[src/rtl/alu_postprocess_pkg.sv]
`default_nettype none
// +------------------------------------------------------------------+
// | Module  : alu_postprocess_pkg                                    |
// | Desc    : Shared constants, opcodes and FIFO entry layout for    |
// |           the ALU output stage.                                  |
// | Rev     : 1.0 - initial release                                  |
// +------------------------------------------------------------------+
package alu_postprocess_pkg;

  // Datapath width; bit WIDTH-1 is the sign bit for every flag rule.
  localparam int WIDTH = 4;

  // Opcodes shared with the operand preprocessor.
  localparam logic [2:0] OP_PASS_A = 3'b000;
  localparam logic [2:0] OP_NEG_A  = 3'b001;
  localparam logic [2:0] OP_ADD    = 3'b010;
  localparam logic [2:0] OP_NOT_A  = 3'b100;

  // Result FIFO depth.
  localparam int DEPTH = 2;

  // One buffered result: {S, Z, N, C, V, Err}.
  typedef struct packed {
    logic [WIDTH-1:0] s;
    logic             z;
    logic             n;
    logic             c;
    logic             v;
    logic             err;
  } entry_t;

  // Any opcode outside the four defined ones is reserved.
  function automatic logic is_reserved(input logic [2:0] op);
    return !((op == OP_PASS_A) || (op == OP_NEG_A) ||
             (op == OP_ADD)    || (op == OP_NOT_A));
  endfunction

  // Only the adder-based operations report carry and overflow.
  function automatic logic is_arith(input logic [2:0] op);
    return (op == OP_NEG_A) || (op == OP_ADD);
  endfunction

endpackage
`default_nettype wire

[src/rtl/alu_postprocess_if.sv]
`default_nettype none
// +------------------------------------------------------------------+
// | Module  : alu_postprocess_if                                     |
// | Desc    : Input and output handshake bundle of the ALU output    |
// |           stage.                                                 |
// | Rev     : 1.0 - initial release                                  |
// +------------------------------------------------------------------+
interface alu_postprocess_if;
  import alu_postprocess_pkg::*;

  // Producer side
  logic [WIDTH-1:0] R;
  logic             Cout;
  logic             AMsb;
  logic             BMsb;
  logic [2:0]       Op;
  logic             in_valid;
  logic             in_ready;

  // Consumer side
  logic [WIDTH-1:0] S;
  logic             Z;
  logic             N;
  logic             C;
  logic             V;
  logic             Err;
  logic             out_valid;
  logic             out_ready;

  // Environment that drives operands and consumes results.
  modport master (
    output R, Cout, AMsb, BMsb, Op, in_valid, out_ready,
    input  in_ready, S, Z, N, C, V, Err, out_valid
  );

  // The output stage itself.
  modport slave (
    input  R, Cout, AMsb, BMsb, Op, in_valid, out_ready,
    output in_ready, S, Z, N, C, V, Err, out_valid
  );

endinterface
`default_nettype wire

[src/rtl/alu_postprocess_flags.sv]
`default_nettype none
// +------------------------------------------------------------------+
// | Module  : alu_flags                                              |
// | Desc    : Combinational result/flag generation for one adder     |
// |           result, producing a complete FIFO entry.               |
// | Rev     : 1.0 - initial release                                  |
// +------------------------------------------------------------------+
module alu_flags
  import alu_postprocess_pkg::*;
(
  input  logic [WIDTH-1:0] r_i,
  input  logic             cout_i,
  input  logic             amsb_i,
  input  logic             bmsb_i,
  input  logic [2:0]       op_i,
  output entry_t           entry_o
);

  // Reserved opcodes yield a zero result tagged with Err; valid opcodes
  // pass R through and derive carry/overflow only for adder operations.
  always_comb begin
    entry_o = '0;
    if (is_reserved(op_i)) begin
      entry_o.z   = 1'b1;
      entry_o.err = 1'b1;
    end else begin
      entry_o.s = r_i;
      entry_o.z = (r_i == '0);
      entry_o.n = r_i[WIDTH-1];
      if (is_arith(op_i)) begin
        entry_o.c = cout_i;
        entry_o.v = (amsb_i == bmsb_i) && (r_i[WIDTH-1] != amsb_i);
      end
    end
  end

endmodule
`default_nettype wire

[src/rtl/alu_postprocess.sv]
`default_nettype none
// +------------------------------------------------------------------+
// | Module  : alu_postprocess                                        |
// | Desc    : ALU output stage: flag generation, 2-entry result FIFO |
// |           behind valid/ready, sticky overflow with clear.        |
// | Rev     : 1.0 - initial release                                  |
// +------------------------------------------------------------------+
module alu_postprocess
  import alu_postprocess_pkg::*;
(
  input  logic              clk,
  input  logic              rst_n,
  alu_postprocess_if.slave  bus,
  input  logic              clr,
  output logic              ovf_sticky
);

  entry_t     wr_entry;
  entry_t     head;
  entry_t     mem_q [DEPTH];
  logic       wr_ptr_q, wr_ptr_d;
  logic       rd_ptr_q, rd_ptr_d;
  logic [1:0] count_q, count_d;
  logic       sticky_q, sticky_d;
  logic       push;
  logic       pop;

  alu_flags u_flags (
    .r_i     (bus.R),
    .cout_i  (bus.Cout),
    .amsb_i  (bus.AMsb),
    .bmsb_i  (bus.BMsb),
    .op_i    (bus.Op),
    .entry_o (wr_entry)
  );

  // Ready/valid come straight from the count register, so neither side
  // sees a combinational path from the other.
  assign bus.in_ready  = (count_q != 2'(DEPTH));
  assign bus.out_valid = (count_q != 2'd0);
  assign push          = bus.in_valid && bus.in_ready;
  assign pop           = bus.out_valid && bus.out_ready;

  // Head of the FIFO; shows the last-read slot when empty.
  assign head    = mem_q[rd_ptr_q];
  assign bus.S   = head.s;
  assign bus.Z   = head.z;
  assign bus.N   = head.n;
  assign bus.C   = head.c;
  assign bus.V   = head.v;
  assign bus.Err = head.err;

  assign ovf_sticky = sticky_q;

  // Next-state for pointers, occupancy and the sticky overflow bit.
  always_comb begin
    wr_ptr_d = wr_ptr_q;
    rd_ptr_d = rd_ptr_q;
    count_d  = count_q;
    sticky_d = sticky_q;
    if (push) wr_ptr_d = wr_ptr_q + 1'b1;
    if (pop)  rd_ptr_d = rd_ptr_q + 1'b1;
    if (push && !pop)      count_d = count_q + 2'd1;
    else if (pop && !push) count_d = count_q - 2'd1;
    // A new overflow beats a simultaneous clear so no event is lost.
    if (push && wr_entry.v) sticky_d = 1'b1;
    else if (clr)           sticky_d = 1'b0;
  end

  // Control state registers.
  always_ff @(posedge clk or negedge rst_n) begin
    if (!rst_n) begin
      wr_ptr_q <= 1'b0;
      rd_ptr_q <= 1'b0;
      count_q  <= 2'd0;
      sticky_q <= 1'b0;
    end else begin
      wr_ptr_q <= wr_ptr_d;
      rd_ptr_q <= rd_ptr_d;
      count_q  <= count_d;
      sticky_q <= sticky_d;
    end
  end

  // Entry storage, cleared on reset so the idle head reads as zero.
  always_ff @(posedge clk or negedge rst_n) begin
    if (!rst_n) begin
      for (int i = 0; i < DEPTH; i++) mem_q[i] <= '0;
    end else if (push) begin
      mem_q[wr_ptr_q] <= wr_entry;
    end
  end

endmodule
`default_nettype wire

[src/flat_wrapper.sv]
// flat-port wrapper written by rule: the top's interface ports become plain ports
module alu_postprocess_flat import alu_postprocess_pkg::*;
  (clk, rst_n, clr, ovf_sticky, bus_R, bus_Cout, bus_AMsb, bus_BMsb, bus_Op, bus_in_valid, bus_out_ready, bus_in_ready, bus_S, bus_Z, bus_N, bus_C, bus_V, bus_Err, bus_out_valid);
  alu_postprocess_if bus_i ();
  input  logic clk;
  input  logic rst_n;
  input  logic clr;
  output logic ovf_sticky;
  input wire logic [$bits(bus_i.R)-1:0] bus_R;
  input wire logic [$bits(bus_i.Cout)-1:0] bus_Cout;
  input wire logic [$bits(bus_i.AMsb)-1:0] bus_AMsb;
  input wire logic [$bits(bus_i.BMsb)-1:0] bus_BMsb;
  input wire logic [$bits(bus_i.Op)-1:0] bus_Op;
  input wire logic [$bits(bus_i.in_valid)-1:0] bus_in_valid;
  input wire logic [$bits(bus_i.out_ready)-1:0] bus_out_ready;
  output wire logic [$bits(bus_i.in_ready)-1:0] bus_in_ready;
  output wire logic [$bits(bus_i.S)-1:0] bus_S;
  output wire logic [$bits(bus_i.Z)-1:0] bus_Z;
  output wire logic [$bits(bus_i.N)-1:0] bus_N;
  output wire logic [$bits(bus_i.C)-1:0] bus_C;
  output wire logic [$bits(bus_i.V)-1:0] bus_V;
  output wire logic [$bits(bus_i.Err)-1:0] bus_Err;
  output wire logic [$bits(bus_i.out_valid)-1:0] bus_out_valid;
  assign bus_i.R = bus_R;
  assign bus_i.Cout = bus_Cout;
  assign bus_i.AMsb = bus_AMsb;
  assign bus_i.BMsb = bus_BMsb;
  assign bus_i.Op = bus_Op;
  assign bus_i.in_valid = bus_in_valid;
  assign bus_i.out_ready = bus_out_ready;
  assign bus_in_ready = bus_i.in_ready;
  assign bus_S = bus_i.S;
  assign bus_Z = bus_i.Z;
  assign bus_N = bus_i.N;
  assign bus_C = bus_i.C;
  assign bus_V = bus_i.V;
  assign bus_Err = bus_i.Err;
  assign bus_out_valid = bus_i.out_valid;
  alu_postprocess u_core (.clk(clk), .rst_n(rst_n), .bus(bus_i), .clr(clr), .ovf_sticky(ovf_sticky));
endmodule
[config.mk]
export PLATFORM = sky130hd
export DESIGN_NAME = alu_postprocess_flat
export DESIGN_NICKNAME = d
export VERILOG_FILES = /design/src/rtl/alu_postprocess_pkg.sv /design/src/rtl/alu_postprocess_if.sv /design/src/rtl/alu_postprocess_flags.sv /design/src/rtl/alu_postprocess.sv /design/src/flat_wrapper.sv
export SDC_FILE = /design/constraint.sdc
export NUM_CORES = 1
export LEC_CHECK = 0
export BUFFER_PORTS_ARGS = -buffer_cell sky130_fd_sc_hd__buf_2
export CORE_MARGIN = 4
export CORE_UTILIZATION = 40
export CTS_CLUSTER_DIAMETER = 150
export DETAILED_ROUTE_END_ITERATION = 8
export PLACE_DENSITY = 0.75
export SYNTH_ARGS = -nofsm -noshare
export SYNTH_HDL_FRONTEND = slang
export SYNTH_HIERARCHICAL = 1
export SYNTH_SLANG_ARGS = --single-unit
[constraint.sdc]
create_clock -name clk -period 1.6 [get_ports clk]
set_clock_uncertainty 0.2 [all_clocks]
set_input_delay 0.32 -clock clk [delete_from_list [all_inputs] [get_ports clk]]
set_output_delay 0.32 -clock clk [all_outputs]
set_load 0.01 [all_outputs]
==> out/results.txt, run 1 <==
The run gives 0.8062 as the last weighted congestion value of the routability-driven placer. The cell leakage power is 0.7950 nW, and the number of hold violations in the final report is 0. The tools report the endpoint of the most critical setup path as bus_S[0]. For the later-pin clock latency in the skew report, the log shows 0.30 ns. The flip-flop cell with the highest count after synthesis is dfrtp_1. The endpoint identified for the worst register-to-register timing path is u_core/mem_q[13]. Final number of max-transition violations: 0. From synthesis to final layout, the design area changed by 35.87%.

The die covers 0.003940 mm^2. The initial antenna violation count was 0; the number of remaining DRC errors was 0. Counting flops and latches in the post-synthesis netlist gives 23.

Synthesis produced 81 cells. dfrtp_1 is the most common cell in the netlist. The logs give 13.59% for the global-route usage over all layers and 23 for the count of clock tree sinks. Summed over its instances, the top area cell type makes up 47.97% of the synthesized netlist area.

The checks that failed: negative setup slack. The number of buffers on the longest clock path came out at 2. The flow ran to the end, but the final reports show violations. The first detailed-routing pass ran for 3 iterations. The wire length of the first global-routing pass came out at 4.236 mm.

Dividing the final minimum period by the clock period gives 113.3%. The tools report the maximum level of the CTS H-tree as 1. The synthesized area per cell works out to 14.81 um^2.

The total CTS buffers is 3. Dividing the detail-routed wire length by the instance count gives 16.88 um. The routed design has 2.616 mm of wire. Highest clock rate: 551.7 MHz. The final worst slack is -0.2127 ns, and the diode insertion count for antenna repair is 0. The register-to-register setup slack was -0.01 ns; the fill cell total of the finished layout was 241.

For the worst setup path, the data arrival time is 1.29 ns. Sequential elements use 47.97% of the synthesized area. Clock-pin slew was measured on the worst setup and hold paths at 0.12 ns. The root cell of the clock tree is clkbuf_4. The logs give 897 for the number of global-route vias before repair and 6 for the count of yosys warnings during synthesis. Synthesis produced a netlist with a net count of 97.

The logs give 0.002805 mm^2 for the placeable core area and 24 for the maximum number of pins on one net before global-route repair. STA classifies the critical path startpoint as a register. The critical path in this run is classified as register to output port.

For the worst flop-to-flop path, the logic depth is 5. In this run the horizontal extent of the chip is 62.77 um. The commonest cells after synthesis are dfrtp_1 (23), mux2_4 (18), mux2_2 (9). The run gives 1.805 mm as the estimated wirelength of the detail-placed design. Setup repair after global routing could not meet its margin everywhere. TritonCTS built the clock tree. The minimum clock period works out to 1.813 ns.

27 I/O pins were placed. After synthesis, the share of flip-flops with an asynchronous set or reset is 100.0%. The final route contains 798 vias. The slew at the pin closest to its max-slew limit is 0.5213 ns. The die is 62.77 um tall. Input and output buffers added on the ports amount to 26.

The count of endpoints failing setup in the final report came out at 11. Across the run, the number of max-cap violations was 0. Adding up every negative setup slack in the final design gives -1.932 ns.

IR analysis of the VDD net gives a maximum drop of 1.059 mV. The final layout contains 141 nets. For the synthesized area, the log shows 0.001200 mm^2.

Of the cells placed in the final design, the portion with a size suffix greater than 1 is 70.16%. The worst hold path belongs to the class primary input to register. The logs give 0 for the residual overflow from global routing and 65.25% for the worst max-slew margin expressed relative to the limit. The endpoint class of the critical path is an output port.

Utilization after layout: 58.12%. In the routed layout, each cell is associated on average with a via count of 5.148. The largest area contributor in the netlist was dfrtp_1. The largest driver fanout on the critical path was 5; the power per unit of standard cell area was 1850 mW/mm^2. Yosys attributes the largest share of cell area to dfrtp_1 (48%), mux2_4 (23%), mux2_2 (8.4%). For the required arrival time at the worst endpoint, the log shows 1.08 ns. The antenna violation net count after detailed routing was 0. Row generation in the floorplan step produced 19 rows. The start point of the critical path is u_core/rd_ptr_q.

The launch instance of the worst register-to-register path is u_core/count_q[1]. The count of flip-flops with a built-in enable after synthesis was 0; the starting density of the core was 42.77%. The logs give 24 for the initial detailed-routing violation count and 26 for the count of different cell masters after synthesis.
==> flip-flops by register name, indices dropped and copies added (netlist names) <==
| register | count |
|---|---|
| u_core/ovf_sticky | 1 |
| u_core/count_q | 2 |
| u_core/rd_ptr_q | 1 |
| u_core/wr_ptr_q | 1 |
| u_core/mem_q | 18 |
==> final cells by class <==
cell class                      count  area, um^2  share of cell area (%)
Sequential cell                    23       579.3                   35.53
Inverter                            1       3.754                  0.2302
Clock inverter                      1       5.005                  0.3070
Timing Repair Buffer               42       345.3                   21.18
Tap cell                           31       38.79                   2.379
Clock buffer                        3       22.52                   1.381
Multi-Input combinational cell     54       635.6                   38.99
==> per-layer routing <==
| metal | routed length [um] | GRT usage (%) | part of all wire, % |
|---|---|---|---|
| met1 | 1174 | 17.18 | 45 |
| met2 | 1260 | 22.77 | 48 |
| met3 | 173 | 5.576 | 6.6 |
| met4 | 8 | 0.8264 | 0.31 |
| met5 | 0 | 0 | 0 |
==> worst max-delay path, cell delays in order (launching register included) <==
cell and delay (ns):
dfrtp_2 0.39, buf_6 0.13, mux2_2 0.34, buf_6 0.12
==> cell families after synthesis <==
kind of cell | synth area share [%]
compound gates | 1.773
xor+xnor | 4.380
fa+ha+maj | 1.981
buf+inv | 3.232
flops | 47.97
mux | 30.97
simple gates | 9.698
==> per-stage QoR <==
stage	setup slack, ns	instances	total power [mW]	hold WS (ns)	instance area [um^2]
2_1_floorplan	0.006196	81	1.902	-0.1756	1204
3_3_place_gp	-0.04491	144	2.248	0.1114	1425
3_5_place_dp	-0.04981	144	2.299	0.1220	1425
4_1_cts	-0.2267	153	2.962	0.1050	1600
5_1_grt	-0.2800	155	3.209	0.09020	1630
6_report	-0.2127	155	3.016	0.1097	1630
==> how the worst min path moves through the flow <==
| stage | start | to | slack [ns] | cells past startpoint |
|---|---|---|---|---|
| floorplan | rst_n | u_core/count_q[0] | -0.18 | 0 |
| global placement | rst_n | u_core/mem_q[5] | 0.11 | 1 |
| detailed placement | rst_n | u_core/mem_q[5] | 0.12 | 1 |
| CTS | clr | u_core/ovf_sticky | 0.11 | 3 |
| global route | clr | u_core/ovf_sticky | 0.09 | 3 |
| finish | clr | u_core/ovf_sticky | 0.11 | 3 |
==> report_power, final <==
part,internal [mW],switching [mW]
Combinational,1.14,0.626
Sequential,0.829,0.157
Clock,0.0933,0.172
Total,2.06,0.955
==> cells in the final DEF, fill, tap and decap left out, drive strengths merged <==
master and n:
a211oi 1, a22o 1, and2 1, and3 2
and3b 1, buf 41, clkbuf 3, clkinv 1
dfrtp 23, dlygate4sd3 1, ha 1, inv 1
maj3 1, mux2 27, nand2 1, nand2b 1
nand3b 1, nor2 1, nor2b 4, nor3b 1
nor4 1, or2 2, or3b 1, xnor2 3
xor2 3
==> repair_timing <==
item                       in CTS  in global routing
pin swaps                       6                  1
hold endpoints to repair       23                  0
resized for setup              22                  4
gates cloned                    0                  1
hold buffers                    1                  0
buffers inserted                4                  1
setup endpoints to repair      11                 30
(Power assumes the default switching activity.)
==> run 2, diff against run 1 <==
Settings changed: CELL_PAD_IN_SITES_DETAIL_PLACEMENT from default to 0, CELL_PAD_IN_SITES_GLOBAL_PLACEMENT from default to 1, CORE_UTILIZATION 40 to 39, PLACE_DENSITY 0.75 to 0.86.
==> out/results.txt, run 2 (same netlist as run 1, synthesis figures left out) <==
The run finished, with violations left. The checks that failed: negative setup slack. Before CTS, the worst setup slack after placement is -0.07164 ns. Measured against its own limit, the worst slew margin works out to 65.68%. Class of the worst hold path: primary input to register. Input and output buffers added on the ports amount to 26. The register with the most flip-flops in the layout has 18 of them. The clock-pin slew of the registers on the worst-case setup and hold paths was 0.13 ns.

TritonCTS built the clock tree. The clock network burns 9.2% of the power. The count of clock tree sinks was 23. The first global-routing pass estimated 4.229 mm of wire. The routed wire length per instance came out at 16.26 um.

The number of buffers on the longest clock path was 2. The number of antenna diodes in the final layout is 0. Summed over all cells, the static leakage comes to 0.8013 nW. The last weighted congestion value of the routability-driven placer is 0.7458, and the count of pins on the block boundary is 27.

Global routing finished with a remaining overflow of 0. Entering global routing, the biggest net connects 24 pins. The run gives 793 as the total number of vias. Along the worst path, the maximum fanout reaches 5.

For the global-route usage over all layers, the log shows 13.21%. In this run the power spent charging and discharging nets is 0.9554 mW. The starting density of the core is 42.06%.

For the estimated wirelength of the detail-placed design, the log shows 1.659 mm. The logs give 19 for the number of placement rows and 1.32 ns for the critical path arrival. Setup repair after global routing could not meet its margin everywhere. Cells with a size suffix above 1 make up 68.80% of the layout. Average via count per standard cell: 5.083. The share of the cycle needed by the critical path after routing is 114.8%. The tool flagged a number of max-cap violations equal to 0.

The portion of total power attributed to combinational logic was 58.4%; the share of power burned in registers was 32.3%. For this run, design rule violations remaining after detail routing come to 0. The detail route stage leaves a number of antenna-violating nets equal to 0. For the setup TNS after final layout, the log shows -2.070 ns. The tools report the maximum level of the CTS H-tree as 1.

Data on the critical path is required at its endpoint by 1.08 ns. The tools report the number of hold violations in the final report as 0. The library cells used most frequently in the layout, excluding fill and tap cells, are dfrtp_1 (22), mux2_4 (20), buf_2 (15). The cell-internal power came out at 2.062 mW. The number of optimization iterations in the first detailed-route pass came out at 4. The count of endpoints failing setup in the final report is 10. The run gives 0 as the initial antenna violation count. The root buffer cell chosen for the clock tree is clkbuf_4. The tools report the later-pin clock latency in the skew report as 0.31 ns.

The category of the worst setup path launch point was a register. The register with the highest flop count is u_core/mem_q. In this run, CTS created clock tree buffers numbering 3. Compared with the post-synthesis result, the final layout area differs by 36.29%. The tools report the aggregate routed wire length as 2.537 mm. The die covers 0.004028 mm^2. After the last flow step, the layout net total stands at 142.

For the final number of max-transition violations, the log shows 0. The worst setup path is captured at an output port. Based on the critical path, the design can be clocked at up to 544.2 MHz.

The floorplan step defined a core boundary enclosing 0.002853 mm^2. The tools report the initial detailed-routing violation count as 32. The critical path is of the register to output port type.

The run gives 1.094 mV as the largest voltage drop on the vdd net. Slew at the pin closest to its max-slew limit: 0.5148 ns. The tools report the number of global-route vias before repair as 914. In the final layout, the registers with the most flip-flops are u_core/mem_q: 18 flops, u_core/count_q: 2 flops. Commonest non-fill, non-tap cell in the layout: dfrtp_1.

Net switching share of the total power: 31.67%. In this run the vertical extent of the chip is 63.47 um. Dividing total power by cell area gives a power density of 1845 mW/mm^2. After layout, the minimum clock period comes to 1.837 ns.

The final worst slack is -0.2375 ns, and the die width is 63.47 um.
-- run 2: through the flow --
step / cell area (um^2) / util, % / power, mW / hold WS (ns) / cells
global route: 1635 / 57.32 / 3.199 / 0.1018 / 156
global placement: 1418 / 49.69 / 2.225 / 0.1044 / 143
finish: 1635 / 57.32 / 3.017 / 0.08287 / 156
floorplan: 1204 / - / 1.902 / -0.1756 / 81
CTS: 1588 / 55.66 / 2.914 / 0.07865 / 154
detailed placement: 1418 / 49.69 / 2.262 / 0.1201 / 143
-- run 2: final timing paths --
check / from / end / slack, ns / cells past startpoint
worst max-delay path: u_core/rd_ptr_q / bus_V / -0.24 / 3
worst min-delay path: clr / u_core/ovf_sticky / 0.08 / 3
worst max register to register: u_core/count_q[1] / u_core/mem_q[13] / 0 / 5
worst min register to register: u_core/mem_q[7] / u_core/mem_q[7] / 0.33 / 1
max in group asynchronous: rst_n / u_core/rd_ptr_q / 0.54 / 2
min in group asynchronous: rst_n / u_core/mem_q[5] / 0.28 / 2
-- run 2: layout make-up --
type / instances / area [um^2]
well taps: 31 / 38.79
flip-flops and latches: 23 / 576.8
repair buffers: 43 / 352.8
fillers: 245 / 1217
inverters: 1 / 3.754
multi-input cells: 54 / 635.6
clock buffers: 3 / 22.52
clock inverters: 1 / 5.005
-- run 2: what timing repair did --
item / 4_1_cts / 5_1_grt
cloned: 0 / 1
endpoints found under the hold margin: 23 / 0
resized for setup: 18 / 7
setup endpoints to repair: 11 / 22
hold buffers: 1 / 0
buffers inserted: 6 / 1
pin swaps: 4 / 5
-- run 2: per-layer routing --
metal	track usage, %	share of wire, %
met1	18.16	48
met2	20.86	46
met3	4.263	5.8
met5	0	0
met4	1.617	0
-- run 2: power groups by stage --
stage                     Clock (mW)  Combinational, mW  Sequential (mW)
final                          0.279               1.76            0.975
after global routing           0.307               1.88             1.01
after CTS                      0.285               1.67            0.963
after detailed placement           0               1.24             1.03
after global placement             0               1.21             1.01
after floorplan                    0              0.963            0.939
-- run 2: worst max-delay path, cell delays in order, from the launching register on --
cell and delay [ns]:
dfrtp_2 0.44, buf_6 0.14, mux2_4 0.30, buf_6 0.12
